<file path="src/rtl/shift_reg_seq_ctrl.sv">
// ----------------------------------------------------------------------------
// shift_reg_seq_ctrl
//   Command-driven sequencer for a bidirectional shift register datapath.
//   One job is accepted per cmd handshake. The sequencer pulses the datapath
//   enable once per step and feeds one serial bit per step. It captures the bit
//   leaving the register on each step and returns the captured bits on the rsp
//   handshake.
//
//   The datapath must shift on the same posedge that samples sh_en = 1. With
//   mode = 1 it shifts toward bit 0 and dr enters the MSB. With mode = 0 it
//   shifts toward the MSB and dl enters bit 0.
//
// Configuration macro: SHIFT_CTRL_ROTATE_EN
//   When defined, the cmd_rot input is added. A job accepted with cmd_rot = 1
//   feeds each leaving bit back in as the serial input, so the register
//   rotates and cmd_data is ignored.
//
// Ports
//   clk, rst              clock; asynchronous active-high reset
//   cmd_valid/cmd_ready   command handshake
//   cmd_dir               1: shift toward bit 0, 0: shift toward MSB
//   cmd_len               number of shifts (clamped to WIDTH)
//   cmd_data              serial bits, bit i injected on step i
//   cmd_rot               rotate job (SHIFT_CTRL_ROTATE_EN only)
//   sh_q                  parallel output of the shift register
//   sh_en, mode, dr, dl   datapath controls (registered)
//   busy                  job in flight (SHIFT or DONE)
//   rsp_valid/rsp_ready   response handshake
//   rsp_data              captured bits, bit i = bit that left on step i
// ----------------------------------------------------------------------------
module shift_reg_seq_ctrl #(
    parameter  int unsigned WIDTH = 4,
    localparam int unsigned CNT_W = $clog2(WIDTH + 1)
) (
    input  logic             clk,
    input  logic             rst,
    input  logic             cmd_valid,
    output logic             cmd_ready,
    input  logic             cmd_dir,
    input  logic [CNT_W-1:0] cmd_len,
    input  logic [WIDTH-1:0] cmd_data,
`ifdef SHIFT_CTRL_ROTATE_EN
    input  logic             cmd_rot,
`endif
    input  logic [WIDTH-1:0] sh_q,
    output logic             sh_en,
    output logic             mode,
    output logic             dr,
    output logic             dl,
    output logic             busy,
    output logic             rsp_valid,
    input  logic             rsp_ready,
    output logic [WIDTH-1:0] rsp_data
);

    localparam int unsigned IDX_W = (WIDTH > 1) ? $clog2(WIDTH) : 1;

    typedef enum logic [1:0] {
        S_IDLE,
        S_SHIFT,
        S_DONE
    } state_t;

    state_t           state;
    logic [CNT_W-1:0] step;
    logic [CNT_W-1:0] len_q;
    // Remaining serial bits; the bit for the next step is always data_q[0].
    logic [WIDTH-1:0] data_q;
`ifdef SHIFT_CTRL_ROTATE_EN
    logic             rot_q;
`endif

    logic [CNT_W-1:0] len_c;
    logic             lead_cur_c;
    logic             first_bit_c;
    logic             next_bit_c;
    logic             unused_sh_q_c;

    // Length clamp, the leaving bit, and the serial bit for the next step.
    always_comb begin
        len_c      = (cmd_len > CNT_W'(WIDTH)) ? CNT_W'(WIDTH) : cmd_len;
        lead_cur_c = mode ? sh_q[0] : sh_q[WIDTH-1];
`ifdef SHIFT_CTRL_ROTATE_EN
        // In rotate mode the next leaving bit is the neighbour of the current
        // leaving bit, because the shift happens on the edge that loads dr or dl.
        first_bit_c = cmd_rot ? (cmd_dir ? sh_q[0] : sh_q[WIDTH-1]) : cmd_data[0];
        next_bit_c  = rot_q ? (mode ? sh_q[1] : sh_q[WIDTH-2]) : data_q[0];
`else
        first_bit_c = cmd_data[0];
        next_bit_c  = data_q[0];
`endif
    end

    assign unused_sh_q_c = ^sh_q;

    // Sequencer FSM with registered datapath controls and handshakes.
    always_ff @(posedge clk or posedge rst) begin
        if (rst) begin
            state     <= S_IDLE;
            step      <= '0;
            len_q     <= '0;
            data_q    <= '0;
`ifdef SHIFT_CTRL_ROTATE_EN
            rot_q     <= 1'b0;
`endif
            sh_en     <= 1'b0;
            mode      <= 1'b0;
            dr        <= 1'b0;
            dl        <= 1'b0;
            busy      <= 1'b0;
            cmd_ready <= 1'b1;
            rsp_valid <= 1'b0;
            rsp_data  <= '0;
        end else begin
            case (state)
                S_IDLE: begin
                    if (cmd_valid && cmd_ready) begin
                        mode      <= cmd_dir;
                        len_q     <= len_c;
                        data_q    <= cmd_data >> 1;
`ifdef SHIFT_CTRL_ROTATE_EN
                        rot_q     <= cmd_rot;
`endif
                        step      <= '0;
                        rsp_data  <= '0;
                        cmd_ready <= 1'b0;
                        busy      <= 1'b1;
                        if (len_c == '0) begin
                            state     <= S_DONE;
                            rsp_valid <= 1'b1;
                        end else begin
                            state <= S_SHIFT;
                            sh_en <= 1'b1;
                            dr    <= cmd_dir & first_bit_c;
                            dl    <= ~cmd_dir & first_bit_c;
                        end
                    end
                end
                S_SHIFT: begin
                    // sh_q still holds the pre-shift value at this edge.
                    rsp_data[IDX_W'(step)] <= lead_cur_c;
                    if (step == len_q - CNT_W'(1)) begin
                        state     <= S_DONE;
                        sh_en     <= 1'b0;
                        dr        <= 1'b0;
                        dl        <= 1'b0;
                        rsp_valid <= 1'b1;
                    end else begin
                        step   <= step + CNT_W'(1);
                        data_q <= data_q >> 1;
                        dr     <= mode & next_bit_c;
                        dl     <= ~mode & next_bit_c;
                    end
                end
                S_DONE: begin
                    if (rsp_ready) begin
                        state     <= S_IDLE;
                        rsp_valid <= 1'b0;
                        cmd_ready <= 1'b1;
                        busy      <= 1'b0;
                    end
                end
                default: state <= S_IDLE;
            endcase
        end
    end

endmodule

</file>
<file path="config.mk">
export PLATFORM = sky130hd
export DESIGN_NAME = shift_reg_seq_ctrl
export DESIGN_NICKNAME = d
export VERILOG_FILES = /design/src/rtl/shift_reg_seq_ctrl.sv
export SDC_FILE = /design/constraint.sdc
export NUM_CORES = 1
export LEC_CHECK = 0
export ABC_AREA = 1
export BUFFER_PORTS_ARGS = -buffer_cell sky130_fd_sc_hd__buf_2
export CAP_MARGIN = 20
export CORE_MARGIN = 4
export CORE_UTILIZATION = 45
export DETAILED_ROUTE_END_ITERATION = 10
export MAX_ROUTING_LAYER = met4
export PLACE_DENSITY = 0.69
export SKIP_CTS_REPAIR_TIMING = 1
export SLEW_MARGIN = 20
export SYNTH_ARGS = -nofsm -noshare
export SYNTH_HDL_FRONTEND = slang
export SYNTH_SLANG_ARGS = --single-unit
</file>
<file path="constraint.sdc">
create_clock -name clk -period 3.4 [get_ports clk]
set_input_delay 0.17 -clock clk [delete_from_list [all_inputs] [get_ports clk]]
set_output_delay 0.17 -clock clk [all_outputs]
set_load 0.01 [all_outputs]
</file>
==> impl_summary.log <==
INFO  metric setup_viol = 0
INFO  metric cts.root.buffer_cell = sky130_fd_sc_hd__clkbuf_4
INFO  metric drt_pass1_iterations = 4
INFO  metric layout-drive-gt1-share = between 10% and 20%
INFO  metric post-route-util = approximately 55%
INFO  metric die_width = 60.33 um
INFO  metric end_kind = flip-flop
INFO  metric cap_violations = 0
INFO  metric synth_seq_area_share = about 45%
INFO  metric max_stage_delay_on_crit_path = about 0.45 ns
INFO  metric cts_tree = yes
INFO  metric path_delay_family = compound AO/OA/AOI/OAI gates
INFO  metric drt-initial-drc-count = 37
INFO  metric finalCritPeriodShare = a little over three fifths
INFO  metric cp-start-kind = flip-flop
INFO  metric boundaryPins = 27
INFO  metric antenna_cells_inserted = 0
INFO  metric die_area = approximately 0.0036 sq mm
INFO  metric totalWireLength = 2477 um
INFO  metric final_common_cell = sky130_fd_sc_hd__nand2_1
INFO  metric core_region_area = about 0.0025 sq mm
INFO  metric status = finished clean
INFO  metric grt_antenna_before_repair = 0
INFO  metric insertion_delay_of_the_later_clocked_pin_in_the_worst_skew_pair = 0.31 ns
INFO  metric ir_drop = about 0.00051 V
INFO  metric track_usage = between 10% and 20%
INFO  metric grt_pass1_wl = 4167 um
INFO  metric detailedPlacementHpwl = between 1500 and 2000 um
INFO  metric initial_core_util = between 40% and 50%
INFO  metric crit_path_cell_trace = inv_1 > ha_1 > inv_2 > o21ai_2 > nand2_1 > inv_1 > nand2_1 > nand2_1 > o21ai_0
INFO  metric p_leak = 0.0007512 uW
INFO  metric clock-skew-final = roughly 0.012 ns
INFO  metric wl_per_cell = around 12 um
INFO  metric max_freq = roughly 0.47 GHz
INFO  metric via_count_of_the_first_global_routing_pass = about 1,100
INFO  metric arrival = between 2 and 2.5 ns
INFO  metric critPathRequiredTime = ~3.6 ns
INFO  metric synth-seq-cells = 22
INFO  metric viasPerCell = between 4 and 5
INFO  metric setup_tns = 0 ns
INFO  metric netlist_area = 0.001232 sq mm
INFO  metric rows = 18
INFO  metric hold_violation_count_in_the_final_report = 0
INFO  metric global_route.overflow_total = 0
INFO  metric grt_start_max_net_pins = 23
INFO  metric die_span_in_y = 60.33 um
INFO  metric nets = 210
INFO  metric fillCellCount = approximately 240
INFO  metric cpMostUsedCell = sky130_fd_sc_hd__nand2_1
INFO  metric cts.sinks = 22
INFO  metric port-buffer-count = 24
INFO  metric critical_path_class = reg -> reg
INFO  metric clock_path_buffers = 2
INFO  metric final_cell_mix = 48 x sky130_fd_sc_hd__nand2_1, 24 x sky130_fd_sc_hd__buf_2, 21 x sky130_fd_sc_hd__inv_1, 21 x sky130_fd_sc_hd__dfrtp_1, 12 x sky130_fd_sc_hd__nor2_1
INFO  metric slew-limit-headroom = 43.74%
INFO  metric detailroute.via_count = between 1,000 and 1,500
INFO  metric worstMarginPinSlew = 0.8429 ns
INFO  metric routabilityCongestion = approximately 0.83
INFO  metric worst_path_max_delay_cell = sky130_fd_sc_hd__ha_1
INFO  metric drt_drc_violations_left = 0
INFO  metric maxSlewViolCount = 0
INFO  metric area_growth_syn_to_layout = 14.52%
INFO  metric power_density = between 800 and 900 mW/mm^2
INFO  metric number_of_levels_the_h_tree_was_split_into = 1
INFO  metric clock_buffers_created_by_tritoncts = 3
INFO  metric synthesis.instances = between 150 and 200
INFO  metric ant_nets = 0
INFO  metric mappedNetlistNets = between 150 and 200
INFO  metric worstPathMaxFanout = 14
INFO  metric post_synth.cell_area_avg = 7.751 sq um
INFO  metric final_period_minus_worst_setup_slack = 2.131 ns
INFO  metric cp_num_buf_inv = 3
INFO  metric synth_cell_types = 23
INFO  metric clkSlewWorstSetupHoldPaths = ~0.13 ns
INFO  metric ys.warnings.count = 0
INFO  metric unrepaired_setup_endpoints_after_global_routing = false
INFO  metric min-delay-path-class = in -> async
## through the flow
stage                     setup WS (ns)  cells  area, sq um  total power [uW]  hold slack, ns
after floorplan                   1.955    159         1232             951.2          0.1585
after global placement            1.337    211         1375              1091          0.3820
after detailed placement          1.289    211         1375              1120          0.3881
after CTS                         1.264    215         1411              1269         0.03753
after global routing             0.9920    215         1411              1392         0.06368
final                             1.269    215         1411              1254        0.004690
## cells by family (layout without fill, tap and decap cells)
family,after synthesis,count (layout),share of synthesized area (%)
compound gates,22,22,9.847
xor+xnor,1,1,0.7108
fa+ha+maj,8,8,8.122
buf+inv,25,51,8.224
flops,22,22,44.77
mux,1,1,0.9136
simple gates,80,80,27.41
## worst paths after layout
path                             start        end  slack [ns]  cells after the start
max in group asynchronous          rst         dl        2.87                      2
min in group clk           cmd_data[3]  data_q[2]        0.06                      3
hold / removal                     rst    step[1]       0.005                      2
setup / recovery              state[1]      sh_en        1.27                      9
hold reg to reg              rsp_valid  rsp_valid        0.48                      2
setup reg to reg              state[1]      sh_en        1.27                      9
## sequential cells by signal, indices dropped and copies added, names as in the netlist, 2 cells and up
register and flops:
step 3, state 2, rsp_data 4, len_q 3, data_q 3
## layer usage
layer	wire length (um)	up-vias	share of wire, %	track usage, %
li1	-	556	-	-
met1	1240	482	50	18.67
met2	1121	22	45	26.08
met3	105	2	4.2	3.830
met4	9	0	0.36	2.848
met5	0	-	0	-
## cell type report
| cell class | count | area [sq um] | share of cell area (%) |
|---|---|---|---|
| Clock buffer | 4 | 36.28 | 2.571 |
| Inverter | 23 | 86.33 | 6.117 |
| Multi-Input combinational cell | 112 | 579.3 | 41.05 |
| Sequential cell | 22 | 551.8 | 39.10 |
| Tap cell | 30 | 37.54 | 2.660 |
| Timing Repair Buffer | 24 | 120.1 | 8.511 |
## report_power, final
part	switching, uW	internal (uW)
Sequential	71.8	382
Combinational	407	249
Clock	79.2	65.4
Total	558	696
## worst register-to-register path: stages (launching register included)
cell                      delay [ns]
sky130_fd_sc_hd__dfrtp_1        0.40
sky130_fd_sc_hd__inv_1          0.10
sky130_fd_sc_hd__ha_1           0.45
sky130_fd_sc_hd__inv_2          0.14
sky130_fd_sc_hd__o21ai_2        0.42
sky130_fd_sc_hd__nand2_1        0.18
sky130_fd_sc_hd__inv_1          0.12
sky130_fd_sc_hd__nand2_1        0.06
sky130_fd_sc_hd__nand2_1        0.05
sky130_fd_sc_hd__o21ai_0        0.07
## Yosys cell counts (all sizes together)
library cell,n,area (sq um)
buf,1,11.26
nand3,9,50.05
nor3,6,30.03
ha,8,100.1
mux2,1,11.26
nor2,12,45.04
dfrtp,21,525.5
dfstp,1,26.28
a21boi,1,7.510
clkbuf,1,3.750
xnor2,1,8.760
inv,23,86.34
nand3b,1,7.510
nand2,48,180.2
o21ai,12,63.81
nand4,2,12.51
o21a,2,15.01
a21oi,7,35.03
or2,2,12.51
Note: power is estimated with default switching activity, not from simulation.
